`src/rtl/pkt_counter_pkg.sv`:
```
// rtl/pkt_counter_pkg.sv - shared types and helpers for the packet counter bank
//
// Purpose : channel state encoding, mode constants and the channel-select
//           width helper used by pkt_counter_bank and pkt_counter_channel.
// Ports   : none (package).

package pkt_counter_pkg;

  typedef enum logic {
    ST_IDLE = 1'b0,
    ST_RUN  = 1'b1
  } ch_state_t;

  localparam logic MODE_WRAP    = 1'b0;
  localparam logic MODE_ONESHOT = 1'b1;

  // Channel-select width; a single-channel bank still gets a 1-bit select.
  function automatic int calc_ch_w(input int num_ch);
    if (num_ch <= 1) begin
      return 1;
    end
    return $clog2(num_ch);
  endfunction

endpackage

```
`src/rtl/pkt_counter_channel.sv`:
```
// rtl/pkt_counter_channel.sv - one independent packet counter channel
//
// Purpose : IDLE/RUN counter with its own terminal value and mode, start/stop
//           control and a registered terminal pulse.
// Ports   :
//   CLK, RESET   clock, synchronous active-high reset
//   i_enable     shared count tick
//   i_cfg_we     write strobe for this channel's max/mode
//   i_cfg_max    new terminal value
//   i_cfg_mode   new mode (MODE_WRAP / MODE_ONESHOT)
//   i_start      start / restart request
//   i_stop       stop request (wins over start and terminal)
//   o_count      current count (register)
//   o_busy       channel is in RUN (register decode)
//   o_pulse      registered terminal pulse
//   o_term       combinational terminal event, registered by the bank

module pkt_counter_channel
  import pkt_counter_pkg::*;
#(
  parameter int COUNTER_WIDTH = 8,
  parameter int DEFAULT_MAX   = 9
) (
  input  logic                     CLK,
  input  logic                     RESET,
  input  logic                     i_enable,
  input  logic                     i_cfg_we,
  input  logic [COUNTER_WIDTH-1:0] i_cfg_max,
  input  logic                     i_cfg_mode,
  input  logic                     i_start,
  input  logic                     i_stop,
  output logic [COUNTER_WIDTH-1:0] o_count,
  output logic                     o_busy,
  output logic                     o_pulse,
  output logic                     o_term
);

  localparam logic [COUNTER_WIDTH-1:0] LP_DEFAULT_MAX = COUNTER_WIDTH'(DEFAULT_MAX);

  ch_state_t                r_state;
  ch_state_t                w_state_nxt;
  logic [COUNTER_WIDTH-1:0] r_count;
  logic [COUNTER_WIDTH-1:0] r_max;
  logic                     r_mode;
  logic                     r_pulse;

  logic [COUNTER_WIDTH-1:0] w_count_nxt;
  logic                     w_at_max;
  logic                     w_term;

  // >= rather than == so a max lowered below the current count still
  // terminates on the next enabled tick instead of running past it.
  assign w_at_max = (r_count >= r_max);

  // State register; max/mode are sampled here too so a same-cycle config
  // write only takes effect after the terminal test has used the old values.
  always_ff @(posedge CLK) begin
    if (RESET) begin
      r_state <= ST_IDLE;
      r_count <= '0;
      r_max   <= LP_DEFAULT_MAX;
      r_mode  <= MODE_WRAP;
      r_pulse <= 1'b0;
    end else begin
      r_state <= w_state_nxt;
      r_count <= w_count_nxt;
      r_pulse <= w_term;
      if (i_cfg_we) begin
        r_max  <= i_cfg_max;
        r_mode <= i_cfg_mode;
      end
    end
  end

  // Next-state logic.
  always_comb begin
    w_state_nxt = r_state;
    if (i_stop) begin
      w_state_nxt = ST_IDLE;
    end else begin
      unique case (r_state)
        ST_IDLE: begin
          if (i_start) begin
            w_state_nxt = ST_RUN;
          end
        end
        ST_RUN: begin
          if (!i_start && i_enable && w_at_max && (r_mode == MODE_ONESHOT)) begin
            w_state_nxt = ST_IDLE;
          end
        end
        default: w_state_nxt = ST_IDLE;
      endcase
    end
  end

  // Count and terminal-event logic. Priority: stop, then idle/start restart,
  // then the enabled tick.
  always_comb begin
    w_count_nxt = r_count;
    w_term      = 1'b0;
    if (i_stop || (r_state == ST_IDLE) || i_start) begin
      w_count_nxt = '0;
    end else if (i_enable) begin
      if (w_at_max) begin
        w_count_nxt = '0;
        w_term      = 1'b1;
      end else begin
        w_count_nxt = r_count + COUNTER_WIDTH'(1);
      end
    end
  end

  assign o_count = r_count;
  assign o_busy  = (r_state == ST_RUN);
  assign o_pulse = r_pulse;
  assign o_term  = w_term;

endmodule

```
`src/rtl/pkt_counter_bank.sv`:
```
// rtl/pkt_counter_bank.sv - multi-channel programmable packet counter bank
//
// Purpose : NUM_CH independent counters sharing one ENABLE tick, each with a
//           runtime terminal value and wrap/one-shot mode.
// Ports   :
//   CLK, RESET   clock, synchronous active-high reset
//   ENABLE       shared count tick
//   CFG_WE       configuration write strobe
//   CFG_CH       channel to configure (values >= NUM_CH ignored)
//   CFG_MAX      new terminal value
//   CFG_MODE     0 = wrap, 1 = one-shot
//   START, STOP  per-channel start/restart and stop requests
//   COUNT        channel i at [i*COUNTER_WIDTH +: COUNTER_WIDTH]
//   BUSY         per-channel RUN indication
//   PULSE        per-channel registered terminal pulse
//   ANY_PULSE    registered OR of all terminal events

module pkt_counter_bank
  import pkt_counter_pkg::*;
#(
  parameter int NUM_CH        = 4,
  parameter int COUNTER_WIDTH = 8,
  parameter int DEFAULT_MAX   = 9,
  parameter int CH_W          = calc_ch_w(NUM_CH)
) (
  input  logic                            CLK,
  input  logic                            RESET,
  input  logic                            ENABLE,
  input  logic                            CFG_WE,
  input  logic [CH_W-1:0]                 CFG_CH,
  input  logic [COUNTER_WIDTH-1:0]        CFG_MAX,
  input  logic                            CFG_MODE,
  input  logic [NUM_CH-1:0]               START,
  input  logic [NUM_CH-1:0]               STOP,
  output logic [NUM_CH*COUNTER_WIDTH-1:0] COUNT,
  output logic [NUM_CH-1:0]               BUSY,
  output logic [NUM_CH-1:0]               PULSE,
  output logic                            ANY_PULSE
);

  logic [NUM_CH-1:0] w_cfg_we;
  logic [NUM_CH-1:0] w_term;
  logic              r_any_pulse;

  for (genvar g = 0; g < NUM_CH; g++) begin : g_ch
    // Only channels that exist get a decode, so out-of-range selects fall
    // through without touching any channel.
    assign w_cfg_we[g] = CFG_WE && (int'(CFG_CH) == g);

    pkt_counter_channel #(
      .COUNTER_WIDTH (COUNTER_WIDTH),
      .DEFAULT_MAX   (DEFAULT_MAX)
    ) u_channel (
      .CLK        (CLK),
      .RESET      (RESET),
      .i_enable   (ENABLE),
      .i_cfg_we   (w_cfg_we[g]),
      .i_cfg_max  (CFG_MAX),
      .i_cfg_mode (CFG_MODE),
      .i_start    (START[g]),
      .i_stop     (STOP[g]),
      .o_count    (COUNT[g*COUNTER_WIDTH +: COUNTER_WIDTH]),
      .o_busy     (BUSY[g]),
      .o_pulse    (PULSE[g]),
      .o_term     (w_term[g])
    );
  end

  // Registered from the same terminal events as PULSE, so it lines up with it.
  always_ff @(posedge CLK) begin
    if (RESET) begin
      r_any_pulse <= 1'b0;
    end else begin
      r_any_pulse <= |w_term;
    end
  end

  assign ANY_PULSE = r_any_pulse;

endmodule
```
`config.mk`:
```
export PLATFORM = sky130hd
export DESIGN_NAME = pkt_counter_bank
export DESIGN_NICKNAME = d
export VERILOG_FILES = /design/src/rtl/pkt_counter_pkg.sv /design/src/rtl/pkt_counter_channel.sv /design/src/rtl/pkt_counter_bank.sv
export SDC_FILE = /design/constraint.sdc
export NUM_CORES = 1
export LEC_CHECK = 0
export ABC_AREA = 1
export BUFFER_PORTS_ARGS = -buffer_cell sky130_fd_sc_hd__buf_2
export CORE_MARGIN = 2
export CORE_UTILIZATION = 56
export DETAILED_ROUTE_END_ITERATION = 10
export GPL_ROUTABILITY_DRIVEN = 0
export HOLD_SLACK_MARGIN = 0.15
export MAX_ROUTING_LAYER = met4
export PLACE_DENSITY = 0.79
export SETUP_SLACK_MARGIN = 0.15
export SLEW_MARGIN = 30
export SYNTH_ARGS = -nofsm -noshare
export SYNTH_HDL_FRONTEND = slang
export SYNTH_SLANG_ARGS = --single-unit
```
`constraint.sdc`:
```
create_clock -name CLK -period 1.87 [get_ports CLK]
set_input_delay 0.2805 -clock CLK [delete_from_list [all_inputs] [get_ports CLK]]
set_output_delay 0.2805 -clock CLK [all_outputs]
set_load 0.1 [all_outputs]
```
==> flow_metrics.tcl, run 1 <==
set metrics [dict create \
    status "finished clean" \
    worst_pin_slew_ps 495.3 \
    antenna_found_initial 0 \
    rsz0062_at_grt "true" \
    rr_worst_depth 9 \
    crit_required_ps 2140 \
    cts_buffers 9 \
    synth_mux_area_share_pct 0 \
    drive_above_1_share_pct 23.80 \
    die_y_microns 86.90 \
    dpl.hpwl_mm 6.249 \
    async_reset_ff_share_pct 0 \
    core_sq_um 6719 \
    clk_pin_slew_ps 70 \
    hold_path_depth 4 \
    start_util_pct 57.28 \
    die_area_sq_um 7552 \
    nets 617 \
    grt_use_met3_pct 5.592 \
    drt_pass1_iterations 4 \
    cts_buffer_depth 2 \
    power_density_nw_per_um2 672.2 \
    p_int_w 0.002214 \
    antennaDiodeCount 0 \
    pwr-share-seq_pct 55.7 \
    min_to "g_ch[2].u_channel.o_busy" \
    grt_pass1_wl_mm 13.28 \
    syn_area_per_cell_sq_um 7.728 \
    syn_nets 557 \
    ios 64 \
    synth_compound_area_share_pct 11.67 \
    grt_max_degree 19 \
    hp-class "in2reg" \
    synth_commonest_cells "nand2_1, dfxtp_1, inv_1" \
    max_clock_freq_mhz 627.3 \
    clockRootBuffer "clkbuf_8" \
    max_slew_margin_pct 67.21 \
    worst_path_max_delay_cell "dfxtp_4" \
    grt_pass1_vias 3001 \
    yosys.cell_types.count 32 \
    die_w_microns 86.90 \
    finClkSkew_ps 9.890 \
    drv_cap 0 \
    grtUsageTotal_pct 23.26 \
    peakVddDrop_mv 0.3913 \
    drtIter0Drc 132 \
    gr-usage-met1_pct 29.34 \
    p_sw_w 0.0007801 \
    ys_ff_latch 77 \
    routed-via-count 3283 \
    synthFlopType "dfxtp_1" \
    timing.rr.end "g_ch[1].u_channel.o_count[0]" \
    crit_top_cell "nand2_1" \
    cts.sinks 77 \
    endpoint_kind "flop" \
    yosysMostFrequentCell "nand2_1" \
    synthTopCellsByArea "dfxtp_1, ha_1, nand2_1" \
    synth_edf_count 0 \
    yosysSeqAreaShare_pct 40.05 \
    viasPerCell 5.106 \
    setup_viol 0 \
    io_buffers 63 \
    synthesis.area_sq_um 3849 \
    use_met2_pct 36.78 \
    synth-simple-area-share_pct 22.43 \
    grt_overflow 0 \
    min_from "STOP[2]" \
    fin_crit_sh_pct 85.24 \
    yosys.area.top_type "dfxtp_1" \
    wl_per_cell_microns 12.70 \
    num_rows 30 \
    critPathMaxStageDelay_ps 370 \
    swShare_pct 26.05 \
    period_needed_ps 1594 \
    busiest_layer "met2" \
    synth_fa_ha_area_share_pct 11.70 \
    clk_latency_ps 340 \
    hold_viol_final 0 \
    path_cells "ha_1, a21o_1, nor2_1, nand2_1, nand2_1, nand2_1, nand2_1, nand2_2, a21oi_1" \
    synthCells 498 \
    postCtsSetupBuffers 0 \
    clockPowerShare_pct 34.6 \
    crit_arrival_ps 1860 \
    r2r-start "g_ch[1].u_channel.o_count[3]" \
    maxSlewViolCount 0 \
    power.share.combinational_pct 9.7 \
    drt_wl_total_mm 8.163 \
    synth.top_cell.area_share_pct 40.05 \
    ys_warn_count 0 \
    h-tree-depth 3 \
    ant_nets 0 \
    place_area_sq_um 4274 \
    r2r_setup_slack_ps 280 \
    drc 0 \
    area_growth_pct 15.73 \
    synth_xor_area_share_pct 3.869 \
    cts_tree "yes" \
    postLayoutCellArea_sq_um 4454 \
    leakagePower_nw 2.197 \
    synth_top_family_by_area "simple AND/OR/NAND/NOR gates" \
    path_class "reg2reg" \
    final.setup.tns_ps 0 \
    path_max_fanout 7 \
    critPathLaunchType "flop" \
]
## cells in the final DEF, fill, tap and decap left out, types with 2 or more instances in the layout
master / count
nor2_1: 47
nor3_2: 3
dfxtp_4: 22
nor3b_1: 2
clkbuf_1: 3
inv_1: 71
or2_2: 2
xnor2_1: 5
o21bai_1: 3
a21oi_1: 39
nor3_1: 7
clkbuf_8: 9
buf_4: 4
o211ai_1: 3
nor2_2: 8
dfxtp_1: 45
xor2_1: 12
o21a_1: 3
buf_2: 63
and3_1: 3
clkinv_1: 2
nand3b_1: 2
clkinv_2: 2
nand4_1: 9
o21ai_0: 31
nand2_1: 87
ha_1: 36
dfxtp_2: 10
nor3_4: 2
inv_2: 2
nand3_1: 15
nand2_2: 4
## area by class of cell
cell class                 instances  area (sq um)
fill                             602          2265
multi-input combinational        328          1929
sequential                        77          1637
timing repair buffer              68         355.3
inverter                          74         280.3
clock buffer                      12         135.1
tap                               80         100.1
clock inverter                     4         17.52
## worst max path at each step
| stage | to | startpoint | cells past startpoint |
|---|---|---|---|
| after global routing | g_ch[1].u_channel.o_count[5] | g_ch[1].u_channel.o_count[5] | 8 |
| after floorplan | g_ch[1].u_channel.o_count[0] | g_ch[1].u_channel.o_count[1] | 10 |
| after CTS | g_ch[1].u_channel.o_count[0] | g_ch[1].u_channel.o_count[5] | 8 |
| after detailed placement | g_ch[3].u_channel.o_count[5] | g_ch[3].u_channel.o_count[0] | 11 |
| final | g_ch[1].u_channel.o_count[0] | g_ch[1].u_channel.o_count[3] | 9 |
| after global placement | g_ch[3].u_channel.o_count[5] | g_ch[3].u_channel.o_count[3] | 10 |
## registers in the layout (all words and copies together), names as in the netlist
name,cells
ANY_PULSE,1
g_ch.u_channel.o_busy,4
g_ch.u_channel.o_count,32
g_ch.u_channel.o_pulse,4
g_ch.u_channel.r_max,32
g_ch.u_channel.r_mode,4
## per-layer routing
metal / wire (microns) / vias up
met5: 0 / -
met1: 3703 / 1469
li1: - / 1718
met3: 626 / 8
met2: 3740 / 88
met4: 92 / 0
## timing repair
action,CTS,global route
hold buffers,1,0
hold endpoints to repair,1,0
setup endpoints to repair,0,17
resized for setup,0,7
## power by group through the flow
stage / Combinational (W) / Clock (W) / Sequential (W)
floorplan: 0.000203 / 0 / 0.00171
global placement: 0.000276 / 0 / 0.00170
detailed placement: 0.000286 / 0 / 0.00171
CTS: 0.000289 / 0.00107 / 0.00167
global route: 0.000330 / 0.00114 / 0.00167
finish: 0.000291 / 0.00104 / 0.00167
## logic make-up (layout without fill, tap and decap cells)
| family | after synthesis | count (layout) |
|---|---|---|
| xor+xnor | 17 | 17 |
| buf+inv | 93 | 158 |
| compound gates | 83 | 83 |
| fa+ha+maj | 36 | 36 |
| flops | 77 | 77 |
| simple gates | 192 | 192 |
## metrics by stage
step | power [W] | cells | util, % | hold WS [ps] | setup WS (ps)
floorplan | 0.001911 | 498 | - | 380.2 | 136.0
global placement | 0.001980 | 626 | 63.61 | 446.0 | 297.9
detailed placement | 0.001992 | 626 | 63.61 | 448.8 | 249.1
CTS | 0.003031 | 643 | 66.03 | 165.1 | 206.5
global route | 0.003143 | 643 | 66.29 | 191.1 | 137.1
finish | 0.002994 | 643 | 66.29 | 182.1 | 275.9
## worst max-delay path, delay by kind of cell, from the launching register on
kind                     cells  cell delay (ps)
flip-flops                   1              370
adder cells (fa/ha/maj)      1              310
AND/OR/NAND/NOR              6              530
AO/OA/AOI/OAI                2              320
Note: power is estimated with default switching activity, not from simulation.
==> run 2: changes to the inputs <==
--- a/config.mk
+++ b/config.mk
@@ -14,6 +14,7 @@
 export HOLD_SLACK_MARGIN = 0.15
 export MAX_ROUTING_LAYER = met4
 export PLACE_DENSITY = 0.79
+export REMOVE_ABC_BUFFERS = 1
 export SETUP_SLACK_MARGIN = 0.15
 export SLEW_MARGIN = 30
 export SYNTH_ARGS = -nofsm -noshare
==> run 2 against run 1 <==
  * Clock skew down 3.5 ps
  * Hold slack got worse by 11 ps
  * Combinational power hardly changed
  * Final cell count fell by 0.31%
  * Setup slack improved by 22 ps
  * Sequential cell count stayed put
  * Global-route usage shrank 0.42 points
  * Largest cell class unchanged
  * Highest routed layer unchanged
==> flow_metrics.tcl, run 2 (same netlist as run 1, synthesis figures left out) <==
set metrics [dict create \
    timing.rr.end "g_ch[0].u_channel.o_count[1]" \
    crit_arrival_ps 1840 \
    die_y_microns 86.90 \
    setup_viol 0 \
    drc 0 \
    fillCellCount 563 \
    max_clock_freq_mhz 636.2 \
    mostFrequentLayoutCell "nand2_1" \
    postCtsSetupBuffers 0 \
    worst_path_max_delay_cell "dfxtp_2" \
    grtUsageTotal_pct 22.84 \
    worst_pin_slew_ps 557.3 \
    cts_tree "yes" \
    wl_per_cell_microns 12.32 \
    critPathLaunchType "flop" \
    clockRootBuffer "clkbuf_8" \
    io_buffers 63 \
    rr_worst_depth 9 \
    grt_pass1_wl_mm 13.14 \
    rsz0062_at_grt "false" \
    finClkSkew_ps 6.371 \
    min_from "STOP[3]" \
    cts_buffer_depth 2 \
    grt_max_degree 32 \
    core_sq_um 6719 \
    leakagePower_nw 2.189 \
    peakVddDrop_mv 0.4617 \
    crit_top_cell "nand2_1" \
    postLayoutCellArea_sq_um 4395 \
    drt_pass1_iterations 5 \
    drt_wl_total_mm 7.900 \
    die_area_sq_um 7552 \
    antenna_found_initial 0 \
    start_util_pct 57.28 \
    dpl.hpwl_mm 6.000 \
    viasPerCell 5.073 \
    path_class "reg2reg" \
    power_density_nw_per_um2 701.5 \
    r2r-start "g_ch[0].u_channel.o_count[1]" \
    cts.sinks 77 \
    multi_input_area_sq_um 1952 \
    num_rows 30 \
    place_area_sq_um 4172 \
    grt_pass1_vias 3011 \
    ant_nets 0 \
    drv_cap 0 \
    layout.cells.most_common_list "nand2_1, inv_1, dfxtp_1" \
    r2r_setup_slack_ps 300 \
    nets 616 \
    status "finished clean" \
    power_w 0.003083 \
    seq_area_sq_um 1550 \
    critPathMaxStageDelay_ps 350 \
    fin_crit_sh_pct 84.05 \
    crit_required_ps 2140 \
    area_growth_pct 14.21 \
    clk_latency_ps 350 \
    clk_pin_slew_ps 80 \
    ios 64 \
    drtIter0Drc 192 \
    grt_overflow 0 \
    cts_buffers 9 \
    maxSlewViolCount 0 \
    hp-class "in2reg" \
    die_w_microns 86.90 \
    period_needed_ps 1572 \
    endpoint_kind "flop" \
    min_to "g_ch[3].u_channel.o_busy" \
    hold_viol_final 0 \
    path_cells "ha_1, inv_1, o21bai_1, nand2_1, nand2_1, nand2_1, nand3_2, or2_2, a21boi_0" \
    routed-via-count 3252 \
    hold_path_depth 4 \
    h-tree-depth 3 \
    drive_above_1_share_pct 20.50 \
    antennaDiodeCount 0 \
    path_max_fanout 5 \
    max_slew_margin_pct 62.56 \
]
-- run 2: cell types whose count changed in the layout (fill, tap and decap cells not counted), moves of 2 or more --
| cell | previous run | this run |
|---|---|---|
| dfxtp_1 | 45 | 70 |
| clkbuf_1 | 3 | 0 |
| dfxtp_2 | 10 | 7 |
| dfxtp_4 | 22 | 0 |
| clkinv_1 | 2 | 0 |
| clkinv_2 | 2 | 4 |
-- run 2: layer usage --
layer | wire length (microns) | track usage [%] | up-vias
li1 | - | - | 1715
met1 | 3463 | 27.49 | 1445
met2 | 3895 | 38.10 | 79
met3 | 422 | 4.645 | 13
met4 | 119 | 7.813 | 0
met5 | 0 | - | -
-- run 2: worst max-delay path: cells and delay by family (launching register included) --
kind,cells,cell delay [ps]
adders and majority gates,1,310
AOI/OAI and AO/OA,2,220
buffers and inverters,1,70
DFF,1,350
and+or+nand+nor,5,530
-- run 2: worst max-delay path by stage --
stage                                       from                            to  slack, ps
floorplan           g_ch[1].u_channel.o_count[0]  g_ch[1].u_channel.o_count[0]       -380
global placement    g_ch[2].u_channel.o_count[0]  g_ch[2].u_channel.o_count[5]        280
detailed placement  g_ch[0].u_channel.o_count[3]  g_ch[0].u_channel.o_count[5]        210
CTS                 g_ch[0].u_channel.o_count[3]  g_ch[0].u_channel.o_count[2]        200
global route        g_ch[1].u_channel.o_count[5]  g_ch[1].u_channel.o_count[0]        140
finish              g_ch[0].u_channel.o_count[1]  g_ch[0].u_channel.o_count[1]        300
-- run 2: what timing repair did --
action,in CTS,in global routing
endpoints found under the setup margin,0,26
gates resized for setup,0,17
endpoints found under the hold margin,1,0
hold buffers,1,0
-- run 2: area by class of cell --
class,instances,area share (%)
well taps,80,2.277
flip-flops and latches,77,35.27
repair buffers,67,7.913
clock buffers,10,3.131
multi-input cells,328,44.41
inverters,74,6.376
clock inverters,5,0.6262
-- run 2: report_power, final --
group	leakage [nW]	total [W]	switching [W]	internal (W)
Sequential	0.629	0.00170	0.0000154	0.00168
Combinational	1.47	0.000289	0.000200	0.0000896
Clock	0.0877	0.00110	0.000594	0.000501
-- run 2: metrics by stage --
step,hold slack (ps),instances,setup TNS [ps],utilization [%],worst slack (ps)
finish,171.0,641,0,65.42,298.2
global route,164.5,641,0,65.42,139.0
CTS,159.9,641,0,64.69,203.3
global placement,443.7,625,0,62.09,279.2
detailed placement,448.9,625,0,62.09,214.4
floorplan,380.2,479,-10220,-,-377.2
